--- config.mk ---
export PLATFORM = sky130hd
export DESIGN_NAME = rns_op_dispatch
export DESIGN_NICKNAME = d
export VERILOG_FILES = /design/src/rtl/rns_op_dispatch.sv
export SDC_FILE = /design/constraint.sdc
export NUM_CORES = 1
export LEC_CHECK = 0
export CAP_MARGIN = 20
export CORE_ASPECT_RATIO = 0.6
export CORE_MARGIN = 2
export CORE_UTILIZATION = 60
export DETAILED_ROUTE_END_ITERATION = 12
export DONT_BUFFER_PORTS = 1
export PLACE_DENSITY_LB_ADDON = 0.2
export SYNTH_ARGS = -nofsm -noshare
export SYNTH_HDL_FRONTEND = slang
export SYNTH_SLANG_ARGS = --single-unit
--- constraint.sdc ---
create_clock -name clk -period 5.8 [get_ports clk]
set_clock_uncertainty 0.05 [all_clocks]
set_input_delay 1.45 -clock clk [delete_from_list [all_inputs] [get_ports clk]]
set_output_delay 1.45 -clock clk [all_outputs]
set_load 0.005 [all_outputs]
--- src/rtl/rns_op_dispatch.sv ---
// Buffered operand dispatcher: routes a W-bit residue to one of NCH per-operation FIFOs.
// Optional per-channel accepted-write counters are enabled by defining RNS_DISPATCH_STAT_EN.
module rns_op_dispatch #(
  parameter int W     = 4,
  parameter int NCH   = 4,
  parameter int SELW  = 2,
  parameter int DEPTH = 4
) (
  input  logic              clk,
  input  logic              rst_n,
  input  logic              flush,
  input  logic              in_valid,
  output logic              in_ready,
  input  logic [W-1:0]      in_data,
  input  logic [SELW-1:0]   in_sel,
  output logic [NCH-1:0]    out_valid,
  input  logic [NCH-1:0]    out_ready,
  output logic [NCH*W-1:0]  out_data,
`ifdef RNS_DISPATCH_STAT_EN
  output logic [NCH*16-1:0] stat_cnt,
`endif
  output logic              err_sel
);
  // Handshake: a beat moves on an edge where valid & ready; ready never depends on valid.
  localparam int PW = $clog2(DEPTH);
  localparam int CW = PW + 1;

  logic [NCH-1:0] sel_hit;
  logic [NCH-1:0] full;
  logic [NCH-1:0] push;
  logic [NCH-1:0] pop;
  logic           in_range;
  logic           accept;

  always_comb begin
    sel_hit = '0;
    for (int c = 0; c < NCH; c++) sel_hit[c] = (in_sel == SELW'(c));
  end

  assign in_range = |sel_hit;
  assign in_ready = ~flush & ~(|(sel_hit & full));
  assign accept   = in_valid & in_ready;
  assign push     = accept ? sel_hit : '0;
  assign pop      = out_valid & out_ready & {NCH{~flush}};

  for (genvar c = 0; c < NCH; c++) begin : g_ch
    logic [W-1:0]  mem [DEPTH];
    logic [PW-1:0] rd_ptr, wr_ptr, rd_n;
    logic [CW-1:0] count, cnt_n;
    logic [W-1:0]  head_q, head_n;

    // Head register tracks the entry that will be at the front after this edge.
    always_comb begin
      rd_n   = rd_ptr + PW'(pop[c]);
      cnt_n  = count + CW'(push[c]) - CW'(pop[c]);
      head_n = mem[rd_n];
      if (push[c] && ((count - CW'(pop[c])) == '0)) head_n = in_data;
      if (cnt_n == '0) head_n = '0;
    end

    always_ff @(posedge clk) begin
      if (push[c]) mem[wr_ptr] <= in_data;
    end

    always_ff @(posedge clk or negedge rst_n) begin
      if (!rst_n) begin
        rd_ptr <= '0;
        wr_ptr <= '0;
        count  <= '0;
        head_q <= '0;
      end else if (flush) begin
        rd_ptr <= '0;
        wr_ptr <= '0;
        count  <= '0;
        head_q <= '0;
      end else begin
        rd_ptr <= rd_n;
        wr_ptr <= wr_ptr + PW'(push[c]);
        count  <= cnt_n;
        head_q <= head_n;
      end
    end

    assign full[c]            = (count == CW'(DEPTH));
    assign out_valid[c]       = (count != '0);
    assign out_data[c*W +: W] = head_q;

`ifdef RNS_DISPATCH_STAT_EN
    logic [15:0] stat_q;
    always_ff @(posedge clk or negedge rst_n) begin
      if (!rst_n)                             stat_q <= '0;
      else if (flush)                         stat_q <= '0;
      else if (push[c] && stat_q != 16'hFFFF) stat_q <= stat_q + 16'd1;
    end
    assign stat_cnt[c*16 +: 16] = stat_q;
`endif
  end

  // Sticky until reset; flush deliberately leaves it alone.
  always_ff @(posedge clk or negedge rst_n) begin
    if (!rst_n)                    err_sel <= 1'b0;
    else if (accept && !in_range)  err_sel <= 1'b1;
  end
endmodule

==> metrics.md, run 1 <==
| Metric | Value |
|---|---|
| Synth-to-Final Area Change | 7.38% |
| Number of I/O port buffers | 0 |
| Drt pass-1 iters | 5 |
| Slew Limit Fails | 0 |
| Comb pwr share | 0.260 |
| Hold WC Path Type | reg2reg |
| WHS Endpoint | err_sel$_DFFE_PN0P_ |
| Hold Path Origin | err_sel$_DFFE_PN0P_ |
| Fin util | 0.669 |
| Int Pwr | roughly 0.0015 W |
| Syn_area_per_cell | approximately 15 µm² |
| CP Launch Type | primary input |
| R2r endpoint | g_ch[2].head_q[1]$_DFF_PN0_ |
| R2r startpoint | g_ch[3].count[1]$_DFF_PN0_ |
| H-tree levels | 3 |
| Register area share after synthesis | 0.615 |
| Clock Tree Root | clkbuf_16 |
| CTS sink cnt | 109 |
| Net Switching | 0.000609 W |
| Synthesized cell area | approximately 0.005 mm² |
| Ports | 36 |
| # Post-CTS Setup Buffers | 0 |
| Synthesized net count | between 300 and 400 |
| WP data required | about 4.3 ns |
| Core area | between 0.007 and 0.008 mm² |
| # DRC | 0 |
| Post-cts resize count | 0 |
| Flop and latch count out of synthesis | ~110 |
| Chip Height | roughly 74 µm |
| Hold WS | 0.349 ns |
| Synth warn | 0 |
| Peak supply drop | ~0.00024 V |
| CP max stage cell | nor4b_1 |
| Crit path largest cell delay | around 0.47 ns |
| Nets@finish | 380 |
| EDFF count, synth | 64 |
| Die X | around 120 µm |
| CP arrival | about 2.4 ns |
| Cells after Synth | roughly 340 |
| Die area | 0.00902 mm² |
| Part of the power in registers | 0.475 |
| Placed Instance Area | between 0.005 and 0.006 mm² |
| TNS Setup | 0 ns |
| CP Class | in2out |
| Async set-reset flop share out of synthesis | 0.413 |
| CTS Buffer Depth | 2 |
| Switching share of power | 0.293 |
| Layout cells sized above 1 | 0.0988 |
| Vias in the first global route | about 2600 |
| Via-per-instance ratio | 5.62 |
| Clock slew at reported path FFs | approximately 0.06 ns |
| Antenna Nets Post-Route | 0 |
| Fmax achieved | 257 MHz |
| Status | finished clean |
| Initial antenna violation count | 0 |
| CP Cell Sequence | nor4b_1, a221oi_2, and3_1 |
| Pwr dens | around 390 mW/mm² |
| FP Rows | 25 |
| Slew @ Worst Pin | ~0.71 ns |
| Post-DP HPWL | slightly below 6 mm |
| FF-to-FF setup slack | 2.64 ns |
| Post-synth top flop | edfxtp_1 |
| Via count | between 2000 and 3000 |
| GRT Total Usage | 0.221 |
| Synth top area share | 0.388 |
| Largest area contributor in the netlist | edfxtp_1 |
| Finish-stage setup viols | 0 |
| Initial Util | 0.623 |
| Crit-path max FO | 10 |
| # diodes | 0 |
| Hold path depth | 0 |
| Relative slew slack | 0.524 |
| First-pass GRT wire length | roughly 14 mm |
| Final worst-path cycle share | 0.670 |
| Hold-fix buffers, CTS | 0 |
| Critical path origin | in_sel[0] |
| Final Hold Fails | 0 |
| R2R depth | 11 |
| Crit path time final | between 3 and 4 ns |
| Final WL | around 8.8 mm |
| Worst-Skew Late Latency | between 0.3 and 0.4 ns |
| CP Capture Type | primary output |
| RSZ-0062 raised after global routing | false |
| Leakage dissipation | 2.19 nW |
| Netlist cell types | 36 |
| TritonCTS Buffers | 9 |
| Clock Power Share | 0.266 |
| Gr ovfl total | 0 |
| GPL Wtd Cong | ~0.86 |
| CTS tree | yes |
| Pin count of the biggest net entering global routing | between 40 and 50 |
| WL/cell | about 19 µm |
| Fill count | 584 |
| DRT iter0 DRCs | about 190 |
| Leading post-synthesis cells by cell area | edfxtp_1 (39%), dfrtp_1 (23%), mux4_2 (7.3%) |
| Final instance area | about 0.0053 mm² |
| Max cap viols | 0 |
cell type report:
class | instances | area [µm²] | area share
multi-input combinational | 194 | 1780 | 0.334
tap | 108 | 135 | 0.0254
clock buffer | 14 | 254 | 0.0478
clock inverter | 2 | 11.3 | 0.00212
inverter | 25 | 93.8 | 0.0176
sequential | 109 | 3050 | 0.573
power by group through the flow:
| stage | sequential [W] | clock (W) | combinational [W] |
|---|---|---|---|
| final | 0.000987 | 0.000553 | 0.000540 |
| after detailed placement | 0.00100 | 0 | 0.000537 |
| after global routing | 0.000999 | 0.000595 | 0.000604 |
| after global placement | 0.00100 | 0 | 0.000524 |
| after CTS | 0.000987 | 0.000563 | 0.000545 |
| after floorplan | 0.000978 | 0 | 0.000463 |
stage by stage:
stage	setup slack (ns)	power, W	cells
6_report	1.91	0.00208	452
4_1_cts	1.95	0.00209	452
2_1_floorplan	1.75	0.00144	335
3_5_place_dp	1.79	0.00154	436
5_1_grt	1.79	0.00220	452
3_3_place_gp	1.89	0.00152	436
placed cells by master (no fill, tap or decap), types with 5 or more instances in the layout:
master,synthesis,final
xnor2_1,5,5
nor3b_1,8,8
mux4_2,16,16
ha_1,23,23
edfxtp_1,64,64
nor2b_1,12,12
nor3_1,6,6
nor2_1,27,27
nand2_1,34,34
dfrtp_1,45,45
mux2i_1,16,16
xor2_1,8,8
inv_1,25,25
clkbuf_16,0,9
worst max-delay path: cells and delay by family:
family	cells	cell delay, ns
simple gates	2	0.74
compound gates	1	0.20
cell usage after synthesis (2+ instances only):
cell type / instances
nor2_1: 27
edfxtp_1: 64
xor2_1: 8
nand2b_1: 2
xnor3_1: 3
nor3_1: 6
xnor2_1: 5
a221oi_2: 2
and3b_1: 4
a31oi_4: 3
ha_1: 23
clkbuf_1: 5
mux2i_1: 16
nor3b_1: 8
nor2b_1: 12
fa_1: 4
mux4_2: 16
nand2_1: 34
inv_1: 25
or3_1: 4
nand4_1: 3
nand4b_1: 2
nor4b_1: 2
dfrtp_1: 45
layer usage:
layer  GRT usage  routed length, µm
met3      0.0698                508
met4      0.0473                 29
met2       0.301               3700
met5           0                  0
met1       0.350               4520
worst max path at each step:
stage	endpoint	slack, ns	cells after the start
after floorplan	g_ch[2].head_q[0]$_DFF_PN0_	1.75	12
after global placement	g_ch[2].head_q[0]$_DFF_PN0_	1.89	11
after detailed placement	g_ch[2].head_q[1]$_DFF_PN0_	1.79	11
after CTS	in_ready	1.95	3
after global routing	in_ready	1.79	3
final	in_ready	1.91	3
state kept, by name, indices dropped and copies added (netlist names):
register / count
g_ch.mem: 64
g_ch.wr_ptr: 8
g_ch.head_q: 16
g_ch.rd_ptr: 8
err_sel: 1
g_ch.count: 12
kinds of logic (layout without fill, tap and decap cells):
| family | after synthesis | in the layout | share of synthesized area |
|---|---|---|---|
| buffers and inverters | 32 | 41 | 0.0260 |
| multiplexers | 32 | 32 | 0.105 |
| AO/OA/AOI/OAI | 9 | 9 | 0.0293 |
| flip-flops | 109 | 109 | 0.615 |
| XOR/XNOR | 16 | 16 | 0.0366 |
| adder cells (fa/ha/maj) | 27 | 27 | 0.0743 |
| AND/OR/NAND/NOR | 110 | 110 | 0.113 |
No activity file was read; power rests on OpenSTA's default activity.
==> run 2: changes to the inputs <==
- CORE_UTILIZATION: 60 -> 57
- clock period: 5.8 -> 3.4 ns (I/O delays scaled with it)
==> run 2 against run 1 <==
Sequential share of layout area decreased by 1.2 points. Non-clock buffer count increased by 6. Worst setup slack got worse by 1.5 ns. Sequential power increased by 69%.
==> metrics.md, run 2 (synthesis gave the netlist of run 1 again) <==
| Metric | Value |
|---|---|
| Status | finished clean |
| Crit path largest cell delay | 0.47 ns (about the same) |
| CP Cell Sequence | or3_1, and3b_1, ha_1, inv_1, ha_1, inv_1, fa_1, xnor3_1, a31oi_4, nand2_1, mux2i_1 |
| TNS Setup | 0 ns (unchanged) |
| First-pass GRT wire length | 14.5 mm (+0.82%) |
| CP Capture Type | register |
| GRT Total Usage | 0.201 (-0.0201) |
| Drt pass-1 iters | 4 (-1) |
| Relative slew slack | 0.489 (-0.0353) |
| WP data required | 3.60 ns (-0.70 ns) |
| Slew @ Worst Pin | 0.761 ns (+0.0487 ns) |
| Met3 wire length | 474 µm (-6.7%) |
| Pwr dens | 692 mW/mm² (+77%) |
| Most flops, register | g_ch.mem |
| Leakage dissipation | 2.26 nW (+3.1%) |
| Max reg flops | 64 (unchanged) |
| Worst-Skew Late Latency | 0.34 ns (about the same) |
| WL/cell | 18.6 µm (-4.0%) |
| Vias in the first global route | 2635 (+0.69%) |
| TritonCTS Buffers | 9 (unchanged) |
| Gr ovfl total | 0 (unchanged) |
| Final worst-path cycle share | 0.891 |
| Nets@finish | 386 (+1.6%) |
| Slew Limit Fails | 0 (unchanged) |
| Finish-stage setup viols | 0 (unchanged) |
| # Post-CTS Setup Buffers | 0 (unchanged) |
| # DRC | 0 (unchanged) |
| Met2 WL | 3.56 mm (-3.8%) |
| CP arrival | 3.23 ns (+0.84 ns) |
| Post-Route M1 WL | 4.55 mm (+0.57%) |
| RSZ-0062 raised after global routing | false |
| Core area | 0.00846 mm² (+6.5%) |
| Layout cells sized above 1 | 0.123 (+0.0240) |
| CTS Buffer Depth | 2 (unchanged) |
| Post-DP HPWL | 5.93 mm (+1.0%) |
| FP Rows | 26 (+4.0%) |
| Hold WC Path Type | in2async |
| CTS tree | yes |
| Clock Tree Root | clkbuf_16 |
| # diodes | 0 (unchanged) |
| Fin util | 0.643 (-0.0267) |
| Die X | 124 µm (+2.5%) |
| H-tree levels | 3 (unchanged) |
| Clock slew at reported path FFs | 0.06 ns (about the same) |
| Hold-fix buffers, CTS | 0 (unchanged) |
| Die area | 0.00948 mm² (+5.0%) |
| Initial antenna violation count | 0 (unchanged) |
| Chip Height | 76.2 µm (+2.5%) |
| Placed Instance Area | 0.00510 mm² (+0.99%) |
| DP Cell Count | 446 (+2.3%) |
| DRT iter0 DRCs | 188 (+1.1%) |
| Post-cts resize count | 0 (unchanged) |
| CP Launch Type | register |
| Final Hold Fails | 0 (unchanged) |
| Registers with the most flip-flops | g_ch.mem: 64 flops, g_ch.head_q: 16 flops, g_ch.count: 12 flops |
| Commonest non-fill, non-tap cells in the layout | edfxtp_1 (64), dfrtp_1 (45), nand2_1 (34) |
| Crit-path max FO | 8 (-2) |
| Final WL | 8.60 mm (-1.9%) |
| Synth-to-Final Area Change | 9.75% |
| GPL Wtd Cong | 0.765 (-11%) |
| Fmax achieved | 330 MHz |
| Via-per-instance ratio | 5.53 (-1.6%) |
| Commonest non-fill, non-tap cell in the layout | edfxtp_1 |
| CP Class | reg2reg |
| Crit path time final | 3.03 ns |
| Number of I/O port buffers | 0 (unchanged) |
| Pin count of the biggest net entering global routing | 46 (unchanged) |
| Final instance area | 0.00544 mm² (+2.2%) |
| Antenna Nets Post-Route | 0 (unchanged) |
| Via count | 2557 (+0.59%) |
| Ports | 36 (unchanged) |
| Peak supply drop | 0.000350 V (+44%) |
| Fill count | 611 (+4.6%) |
| CP max stage cell | dfrtp_1 |
| Initial Util | 0.586 (-0.0378) |
| Max cap viols | 0 (unchanged) |
| Final Non-Filler Cells | 462 (+2.2%) |
| CTS sink cnt | 109 (unchanged) |
| Top Layer Used | met4 |
| FF-to-FF setup slack | 0.37 ns (-2.27 ns) |
run 2: cell types whose count changed in the layout (fill, tap and decap cells not counted), sizes merged:
| cell | delta |
|---|---|
| bufinv | +3 |
| buf | +6 |
| clkinvlp | -1 |
| clkbuf | -3 |
| clkinv | +1 |
run 2: layout make-up:
cell class | instances | area, µm² | area share
multi-input cells | 194 | 1780 | 0.327
well taps | 112 | 140 | 0.0258
clock buffers | 11 | 233 | 0.0428
repair buffers | 6 | 45.0 | 0.00829
flip-flops and latches | 109 | 3050 | 0.561
inverters | 25 | 93.8 | 0.0173
clock inverters | 5 | 100 | 0.0184
run 2: per-stage QoR:
stage          worst slack [ns]  hold slack, ns  power, W
2_1_floorplan             0.132           0.402   0.00246
3_3_place_gp              0.188           0.340   0.00262
6_report                  0.370           0.150   0.00376
5_1_grt                   0.200           0.124   0.00397
4_1_cts                   0.355           0.133   0.00380
3_5_place_dp              0.136           0.355   0.00265
run 2: path summary, 6_finish.rpt:
path / cells past startpoint / endpoint / from
setup reg to reg: 11 / g_ch[3].head_q[3]$_DFF_PN0_ / g_ch[3].count[1]$_DFF_PN0_
setup / recovery: 11 / g_ch[3].head_q[3]$_DFF_PN0_ / g_ch[3].count[1]$_DFF_PN0_
hold reg to reg: 0 / err_sel$_DFFE_PN0P_ / err_sel$_DFFE_PN0P_
max in group asynchronous: 0 / g_ch[0].head_q[1]$_DFF_PN0_ / rst_n
min in group clk: 0 / err_sel$_DFFE_PN0P_ / err_sel$_DFFE_PN0P_
hold / removal: 0 / g_ch[1].head_q[3]$_DFF_PN0_ / rst_n
run 2: where the power goes:
part	switching (W)	internal, W
clock network	0.000433	0.000718
logic	0.000480	0.000458
registers	0.000123	0.00155
run 2: worst max-delay path, delay by kind of cell (launching register included):
| family | cells | cell delay [ns] |
|---|---|---|
| compound gates | 1 | 0.30 |
| xor+xnor | 1 | 0.25 |
| fa+ha+maj | 3 | 0.83 |
| buf+inv | 2 | 0.12 |
| flops | 1 | 0.47 |
| mux | 1 | 0.16 |
| simple gates | 3 | 0.76 |
run 2: metal layers:
metal,global-route usage,up-vias
met2,0.279,61
li1,-,1224
met5,0,-
met4,0.0472,0
met3,0.0646,2
met1,0.312,1270
